==> config.mk <==
export PLATFORM = sky130hd
export DESIGN_NAME = if_stage
export DESIGN_NICKNAME = d
export VERILOG_FILES = /design/src/rtl/arm_pipe_pkg.sv /design/src/rtl/if_id_reg.sv /design/src/rtl/if_stage.sv
export SDC_FILE = /design/constraint.sdc
export NUM_CORES = 1
export LEC_CHECK = 0
export ABC_AREA = 1
export ABC_CLOCK_PERIOD_IN_PS = 3500
export CAP_MARGIN = 40
export CORE_MARGIN = 2
export CORE_UTILIZATION = 60
export DETAILED_ROUTE_END_ITERATION = 10
export PLACE_DENSITY = 0.87
export SLEW_MARGIN = 25
export SYNTH_ARGS = -nofsm -noshare
export SYNTH_HDL_FRONTEND = slang
export SYNTH_HIERARCHICAL = 1
export SYNTH_SLANG_ARGS = --single-unit
==> constraint.sdc <==
create_clock -name clk -period 3.5 [get_ports clk]
set_input_delay 0.875 -clock clk [delete_from_list [all_inputs] [get_ports clk]]
set_output_delay 0.875 -clock clk [all_outputs]
set_load 0.02 [all_outputs]
==> src/rtl/arm_pipe_pkg.sv <==
// Shared definitions for the ARM-subset pipeline stages.
package arm_pipe_pkg;

    localparam int WORD_W = 32;
    localparam logic [WORD_W-1:0] NOP_INSTR = 32'h0;

    typedef enum logic [1:0] {
        FETCH = 2'd0,
        HOLD  = 2'd1,
        DRAIN = 2'd2
    } fetch_state_t;

endpackage

==> src/rtl/if_id_reg.sv <==
// IF/ID pipeline register: load, flush to a bubble, or hold. Flush wins over load.
module if_id_reg
    import arm_pipe_pkg::*;
(
    input  logic              clk,
    input  logic              rst,
    input  logic              load,
    input  logic              flush,
    input  logic [WORD_W-1:0] next_pc,
    input  logic [WORD_W-1:0] next_instr,
    output logic [WORD_W-1:0] pc_out,
    output logic [WORD_W-1:0] instruction,
    output logic              valid
);

    always_ff @(posedge clk or negedge rst) begin
        if (!rst) begin
            pc_out      <= '0;
            instruction <= NOP_INSTR;
            valid       <= 1'b0;
        end else if (flush) begin
            pc_out      <= '0;
            instruction <= NOP_INSTR;
            valid       <= 1'b0;
        end else if (load) begin
            pc_out      <= next_pc;
            instruction <= next_instr;
            valid       <= 1'b1;
        end
    end

endmodule

==> src/rtl/if_stage.sv <==
// Instruction-fetch stage: PC, req/ready fetch port, one-entry skid buffer for
// decode freezes, and branch redirect with draining of an outstanding request.
module if_stage
    import arm_pipe_pkg::*;
#(
    parameter logic [WORD_W-1:0] RESET_PC = 32'h0000_0000,
    parameter logic [WORD_W-1:0] PC_INC   = 32'd4
) (
    input  logic              clk,
    input  logic              rst,
    input  logic              freeze,
    input  logic              branch_taken,
    input  logic [WORD_W-1:0] branch_addr,
    output logic              imem_req,
    output logic [WORD_W-1:0] imem_addr,
    input  logic              imem_ready,
    input  logic [WORD_W-1:0] imem_rdata,
    output logic [WORD_W-1:0] pc_out,
    output logic [WORD_W-1:0] instruction,
    output logic              valid
);

    fetch_state_t      state, state_d;
    logic [WORD_W-1:0] pc, pc_d, pc_inc;
    logic [WORD_W-1:0] target, target_d;
    logic [WORD_W-1:0] buf_pc, buf_pc_d, buf_instr, buf_instr_d;
    logic              load, flush;
    logic [WORD_W-1:0] next_pc, next_instr;

    assign pc_inc    = pc + PC_INC;
    assign imem_addr = pc;
    // Request is gated by reset so a late ready during reset cannot transfer.
    assign imem_req  = rst && (state != HOLD);

    always_comb begin
        state_d     = state;
        pc_d        = pc;
        target_d    = target;
        buf_pc_d    = buf_pc;
        buf_instr_d = buf_instr;
        load        = 1'b0;
        flush       = 1'b0;
        next_pc     = pc_inc;
        next_instr  = imem_rdata;
        case (state)
            FETCH: begin
                if (branch_taken) begin
                    flush = 1'b1;
                    if (imem_ready) begin
                        pc_d = branch_addr;
                    end else begin
                        // Address must stay stable until the pending request completes.
                        target_d = branch_addr;
                        state_d  = DRAIN;
                    end
                end else if (imem_ready) begin
                    pc_d = pc_inc;
                    if (freeze) begin
                        buf_pc_d    = pc_inc;
                        buf_instr_d = imem_rdata;
                        state_d     = HOLD;
                    end else begin
                        load = 1'b1;
                    end
                end else if (!freeze) begin
                    flush = 1'b1;
                end
            end
            HOLD: begin
                if (branch_taken) begin
                    pc_d    = branch_addr;
                    flush   = 1'b1;
                    state_d = FETCH;
                end else if (!freeze) begin
                    load       = 1'b1;
                    next_pc    = buf_pc;
                    next_instr = buf_instr;
                    state_d    = FETCH;
                end
            end
            DRAIN: begin
                flush = 1'b1;
                if (imem_ready) begin
                    pc_d    = branch_taken ? branch_addr : target;
                    state_d = FETCH;
                end else if (branch_taken) begin
                    target_d = branch_addr;
                end
            end
            default: state_d = FETCH;
        endcase
    end

    always_ff @(posedge clk or negedge rst) begin
        if (!rst) begin
            state     <= FETCH;
            pc        <= RESET_PC;
            target    <= '0;
            buf_pc    <= '0;
            buf_instr <= '0;
        end else begin
            state     <= state_d;
            pc        <= pc_d;
            target    <= target_d;
            buf_pc    <= buf_pc_d;
            buf_instr <= buf_instr_d;
        end
    end

    if_id_reg u_if_id (
        .clk         (clk),
        .rst         (rst),
        .load        (load),
        .flush       (flush),
        .next_pc     (next_pc),
        .next_instr  (next_instr),
        .pc_out      (pc_out),
        .instruction (instruction),
        .valid       (valid)
    );

endmodule

==> results.toml, run 1 <==
[outcome]
outcome = "finished, final reports clean"

[logic_synthesis]
synth_nets = 1770
synthArstFlopShare_pct = 100
synth_top_family_by_area = "simple AND/OR/NAND/NOR gates"
yosysWarnings = 6
synth_edf_count = 0
yosysSeqAreaShare_pct = 42.3
synth_area_um2 = 11500
yosys.cell_types.count = 35
synthSimpleGateAreaFrac_pct = 34.5
synthMuxAreaShare_pct = 0.520
synth_xor_area_share_pct = 1.58
synth-adder-area-share_pct = 0.542
avgSynthCellArea_um2 = 6.81
ys_ff_latch = 195
syn_inst = 1696
synth_compound_area_share_pct = 12.5
synth_top_flop_cell = "dfrtp_1"

[route]
dr.pass1.iters = 7
initialDrtViolationCount = 1082
wl_per_cell_um = 15.4
vias = 11500
via_per_inst = 5.62
wl_mm = 31.7
ant_nets = 0
drc_errors = 0

[placement]
io_buffers = 166
placed_cell_area_um2 = 13300
dp.cells = 2019
hpwl_mm = 21.3
gp_congestion = 0.947
pre_cts_ws_ps = 425

[die]
start_util_pct = 61.5
die_w_um = 143
io_pins = 167
rows = 50
die_area_um2 = 20400
coreArea_um2 = 18800
die_y_um = 143

[cells_and_area]
postLayoutCellArea_um2 = 14000
layout_commonest_cell = "nand2_1"
layout-drive-gt1-share_pct = 5.55
final_cells = 2054
layout_common_cells = "nand2_1 (708), dfrtp_1 (195), clkdlybuf4s50_1 (163), nand3_1 (156), o21ai_0 (139)"
area_growth_pct = 20.9
final_util_pct = 74.4
diodes = 0
final_nets = 1881

[power_and_ir_drop]
clkPwrFrac_pct = 17.5
combPwrFrac_pct = 49.2
p_seq_share_pct = 33.3
powerDensity_nw_per_um2 = 808
intPower_mw = 6.15
power.leakage_nw = 6.88
p_sw_mw = 5.13
swShare_pct = 45.5
ir_drop_v = 0.000586

[critical_path]
crit_slowest_cell = "clkdlybuf4s50_1"
critPathRequiredTime_ps = 2620
critPathArrivalTime_ps = 2110
max_stage_delay_ps = 650
crit_fanout = 5
worstSetupStartpointType = "flip-flop"
crit_type = "reg -> out"
crit_chain = "inv_1, ha_1, nor2_1, clkdlybuf4s50_1"
cp-end-kind = "primary output"

[clock_network]
clock-sinks = 195
htree_levels = 4
root_buffer = "clkbuf_16"
clkTransAtPathRegs_ps = 80
clock_path_buffers = 2
cts_setup_buffers = 0
cts_resized = 0
clk_latency_ps = 440
cts_tree = "yes"
holdBufCountCts = 0
cts_buffers = 17

[timing]
tightest_slew_ps = 717
fin_ws_ps = 517
relSlewSlack_pct = 52.1
clock_skew_ps = 8.66
fin_crit_ps = 2980
slew_viol_final = 0
fin_tns_setup_ps = 0
fin_crit_sh_pct = 85.2
fmaxAchievable_mhz = 335
setup_viol_count_final = 0
rsz0062_at_grt = "no"
finalHoldViolCount = 0

[global_route]
grt_pass1_wl_mm = 51.3
gr-total-overflow = 0
grt_start_max_net_pins = 66
grt_pass1_vias = 10300
grt_usage_pct = 31.5
antenna_found_initial = 0

[min_path]
hold_class = "in -> async"

[run]
cap_violations = 0
==> synthesized netlist by cell type (all sizes together), types with 2 or more instances <==
cell type	number	area [um^2]
nand2	720	2740
dfrtp	195	4880
nand3	156	781
o21ai	154	771
inv	121	454
a21oi	109	546
nor2	83	404
buf	59	330
clkbuf	42	158
xor2	13	121
xnor2	7	61.3
mux2i	6	60.1
o211ai	6	45.0
ha	5	62.6
a211oi	4	30.0
or2	4	25.0
a31oi	3	18.8
and2	2	12.5
nand3b	2	15.0
==> worst max-delay path, delay by kind of cell (launching register included) <==
kind	cells	cell delay [ps]
fa+ha+maj	1	250
buf+inv	2	740
flops	1	450
simple gates	1	220
==> registers in the layout, indices dropped and copies added (netlist names) <==
register	cells
u_if_id/valid	1
u_if_id/instruction	32
imem_addr	32
buf_instr	32
target	32
state	2
buf_pc	32
u_if_id/pc_out	32
==> final timing paths <==
path	startpoint	to	slack [ps]	depth (start not counted)
max	state[1]$_DFFE_PN0P_	imem_req	520	4
min	rst	u_if_id/instruction[25]$_DFFE_PN0P_	230	1
max reg2reg	state[0]$_DFFE_PN0P_	u_if_id/instruction[8]$_DFFE_PN0P_	790	9
min reg2reg	u_if_id/instruction[3]$_DFFE_PN0P_	u_if_id/instruction[3]$_DFFE_PN0P_	470	2
max in group asynchronous	rst	u_if_id/pc_out[11]$_DFFE_PN0P_	1860	5
min in group clk	u_if_id/instruction[3]$_DFFE_PN0P_	u_if_id/instruction[3]$_DFFE_PN0P_	470	2
==> metrics by stage <==
stage,power [mW],hold WS (ps)
after floorplan,7.37,441
after global placement,8.84,453
after detailed placement,9.19,458
after CTS,11.2,224
after global routing,12.1,217
final,11.3,230
==> power by group through the flow <==
stage / registers, mW / clock network, mW / logic, mW
2_1_floorplan: 3.96 / 0 / 3.41
3_3_place_gp: 3.73 / 0 / 5.11
3_5_place_dp: 3.77 / 0 / 5.42
4_1_cts: 3.73 / 1.99 / 5.47
5_1_grt: 3.84 / 2.08 / 6.19
6_report: 3.76 / 1.98 / 5.55
==> area by class of cell <==
type	count	area (um^2)
Clock buffer	18	439
Tap cell	234	293
Sequential cell	195	4880
Clock inverter	14	148
Timing Repair Buffer	193	2000
Inverter	121	454
Fill cell	1469	4810
Multi-Input combinational cell	1279	5750
==> cell families after synthesis <==
logic type / count (synthesis)
buf+inv: 222
simple gates: 968
mux: 6
xor+xnor: 20
compound gates: 280
flops: 195
fa+ha+maj: 5
==> per-layer routing <==
metal | share of wire, % | global-route usage [%] | up-vias
li1 | - | - | 5616
met1 | 43 | 45.5 | 5316
met2 | 46 | 49.6 | 549
met3 | 9.0 | 3.96 | 54
met4 | 2.1 | 10.0 | 0
met5 | 0 | 0 | -
(Power assumes the default switching activity.)
==> inputs of run 2 (changes only) <==
--- a/config.mk
+++ b/config.mk
@@ -10,6 +10,7 @@
 export CAP_MARGIN = 40
 export CORE_MARGIN = 2
 export CORE_UTILIZATION = 60
+export CTS_CLUSTER_DIAMETER = 150
 export DETAILED_ROUTE_END_ITERATION = 10
 export PLACE_DENSITY = 0.87
 export SLEW_MARGIN = 25
==> results of run 2 <==
No change in the layout: final DEF, timing and power equal those of run 1.
==> inputs of run 3 (changes only) <==
--- a/config.mk
+++ b/config.mk
@@ -9,10 +9,11 @@
 export ABC_CLOCK_PERIOD_IN_PS = 3500
 export CAP_MARGIN = 40
 export CORE_MARGIN = 2
-export CORE_UTILIZATION = 60
+export CORE_UTILIZATION = 54
+export CTS_BUF_LIST = sky130_fd_sc_hd__clkbuf_8 sky130_fd_sc_hd__clkbuf_16
 export CTS_CLUSTER_DIAMETER = 150
 export DETAILED_ROUTE_END_ITERATION = 10
-export PLACE_DENSITY = 0.87
+export PLACE_DENSITY = 0.79
 export SLEW_MARGIN = 25
 export SYNTH_ARGS = -nofsm -noshare
 export SYNTH_HDL_FRONTEND = slang
==> run 3 against run 2 <==
Net effect: combinational power is 1% lower; via count is 2.2% lower; sequential power hardly changed; design area hardly changed; critical endpoint unchanged.
==> results.toml, run 3 (synthesis gave the netlist of run 1 again) <==
[cells_and_area]
final_cells = 2091
fill_cells = 1828
layout-drive-gt1-share_pct = 5.29
layout_commonest_cell = "nand2_1"
layout_common_cells = "nand2_1 (708), dfrtp_1 (195), clkdlybuf4s50_1 (163), nand3_1 (156), o21ai_0 (139)"
multi_input_area_um2 = 5750
diodes = 0
final_nets = 1877
register_area_um2 = 4880
final_util_pct = 66.5
area_growth_pct = 21.0

[timing]
fin_crit_sh_pct = 87.4
rsz0062_at_grt = "no"
tightest_slew_ps = 882
fin_tns_setup_ps = 0
fin_crit_ps = 3060
fmaxAchievable_mhz = 327
finalHoldViolCount = 0
setup_viol_count_final = 0
clock_skew_ps = 10.2
slew_viol_final = 0
relSlewSlack_pct = 41.2

[critical_path]
cp_top_family = "buffers and inverters"
critPathRequiredTime_ps = 2620
crit_chain = "inv_1, ha_1, nor2_1, clkdlybuf4s50_1"
crit_buf_inv = 2
critPathArrivalTime_ps = 2180
crit_slowest_cell = "clkdlybuf4s50_1"
worstSetupStartpointType = "flip-flop"
crit_type = "reg -> out"
crit_fanout = 5
max_stage_delay_ps = 660
cp-end-kind = "primary output"
r2r_slack_ps = 850

[global_route]
grt_pass1_vias = 10300
grt_usage_pct = 28.6
antenna_found_initial = 1
grt_start_max_net_pins = 151
grt_pass1_wl_mm = 51.8
gr-total-overflow = 0

[route]
initialDrtViolationCount = 913
wl_mm = 31.8
dr.pass1.iters = 5
vias = 11300
wl_per_cell_um = 15.2
ant_nets = 0
via_per_inst = 5.40
drc_errors = 0

[placement]
hpwl_mm = 21.6
io_buffers = 166
gp_congestion = 0.849
dp.cells = 2058

[die]
die_w_um = 150
coreArea_um2 = 21000
io_pins = 167
start_util_pct = 54.9
die_y_um = 150
rows = 53
die_area_um2 = 22600

[clock_network]
clkTransAtPathRegs_ps = 70
holdBufCountCts = 0
cts_resized = 0
clock-sinks = 195
htree_levels = 4
clock_path_buffers = 2
cts_setup_buffers = 0
clk_latency_ps = 440
cts_buffers = 17
root_buffer = "clkbuf_16"
cts_tree = "yes"

[run]
cap_violations = 0

[power_and_ir_drop]
power.leakage_nw = 6.87
powerDensity_nw_per_um2 = 809
ir_drop_v = 0.000481
finalPower_mw = 11.3

[outcome]
outcome = "finished, final reports clean"

[min_path]
hold_class = "reg -> reg"
run 3: cell types whose count changed in the layout (fill, tap and decap cells not counted):
cell	delta
inv_8	-2
buf_12	-1
buf_4	-2
clkinvlp_4	-3
inv_1	+1
inv_6	+2
buf_16	-1
clkinv_4	+3
clkinv_2	-2
bufinv_16	+1
run 3: tightest hold or removal path, cell delays in order, from the launching register on:
cell     delay (ps)
dfrtp_1         340
nand2_1          50
nand2_1          50
run 3: layout make-up:
type	instances	area share [%]
clock buffer	18	3.14
clock inverter	14	1.22
inverter	121	3.25
multi-input combinational	1279	41.1
sequential	195	34.9
tap	275	2.46
timing repair buffer	189	13.9
run 3: worst paths after layout:
path	depth (start not counted)	end	startpoint
max	4	imem_req	state[1]$_DFFE_PN0P_
min	2	u_if_id/instruction[27]$_DFFE_PN0P_	u_if_id/instruction[27]$_DFFE_PN0P_
max reg2reg	8	u_if_id/instruction[15]$_DFFE_PN0P_	state[0]$_DFFE_PN0P_
min reg2reg	2	u_if_id/instruction[27]$_DFFE_PN0P_	u_if_id/instruction[27]$_DFFE_PN0P_
max in group asynchronous	3	target[14]$_DFFE_PN0P_	rst
min in group asynchronous	2	u_if_id/instruction[27]$_DFFE_PN0P_	rst
run 3: per-stage QoR:
| step | area (um^2) | setup WS [ps] | hold slack (ps) |
|---|---|---|---|
| after CTS | 14000 | 464 | 476 |
| after detailed placement | 13300 | 575 | 458 |
| after global routing | 14000 | 399 | 484 |
| after global placement | 13200 | 398 | 453 |
| final | 14000 | 440 | 472 |
| after floorplan | 11500 | 969 | 441 |
run 3: layer usage:
metal	track usage, %	share of wire [%]	vias to the layer above
li1	-	-	5619
met1	41.5	47	5232
met2	45.7	46	401
met3	4.24	6.2	32
met4	6.27	1.2	2
met5	0	0.050	-
run 3: power by group:
group / switching, mW / internal [mW]
Combinational: 3.49 / 2.01
Sequential: 0.660 / 3.10
Clock: 0.952 / 1.10
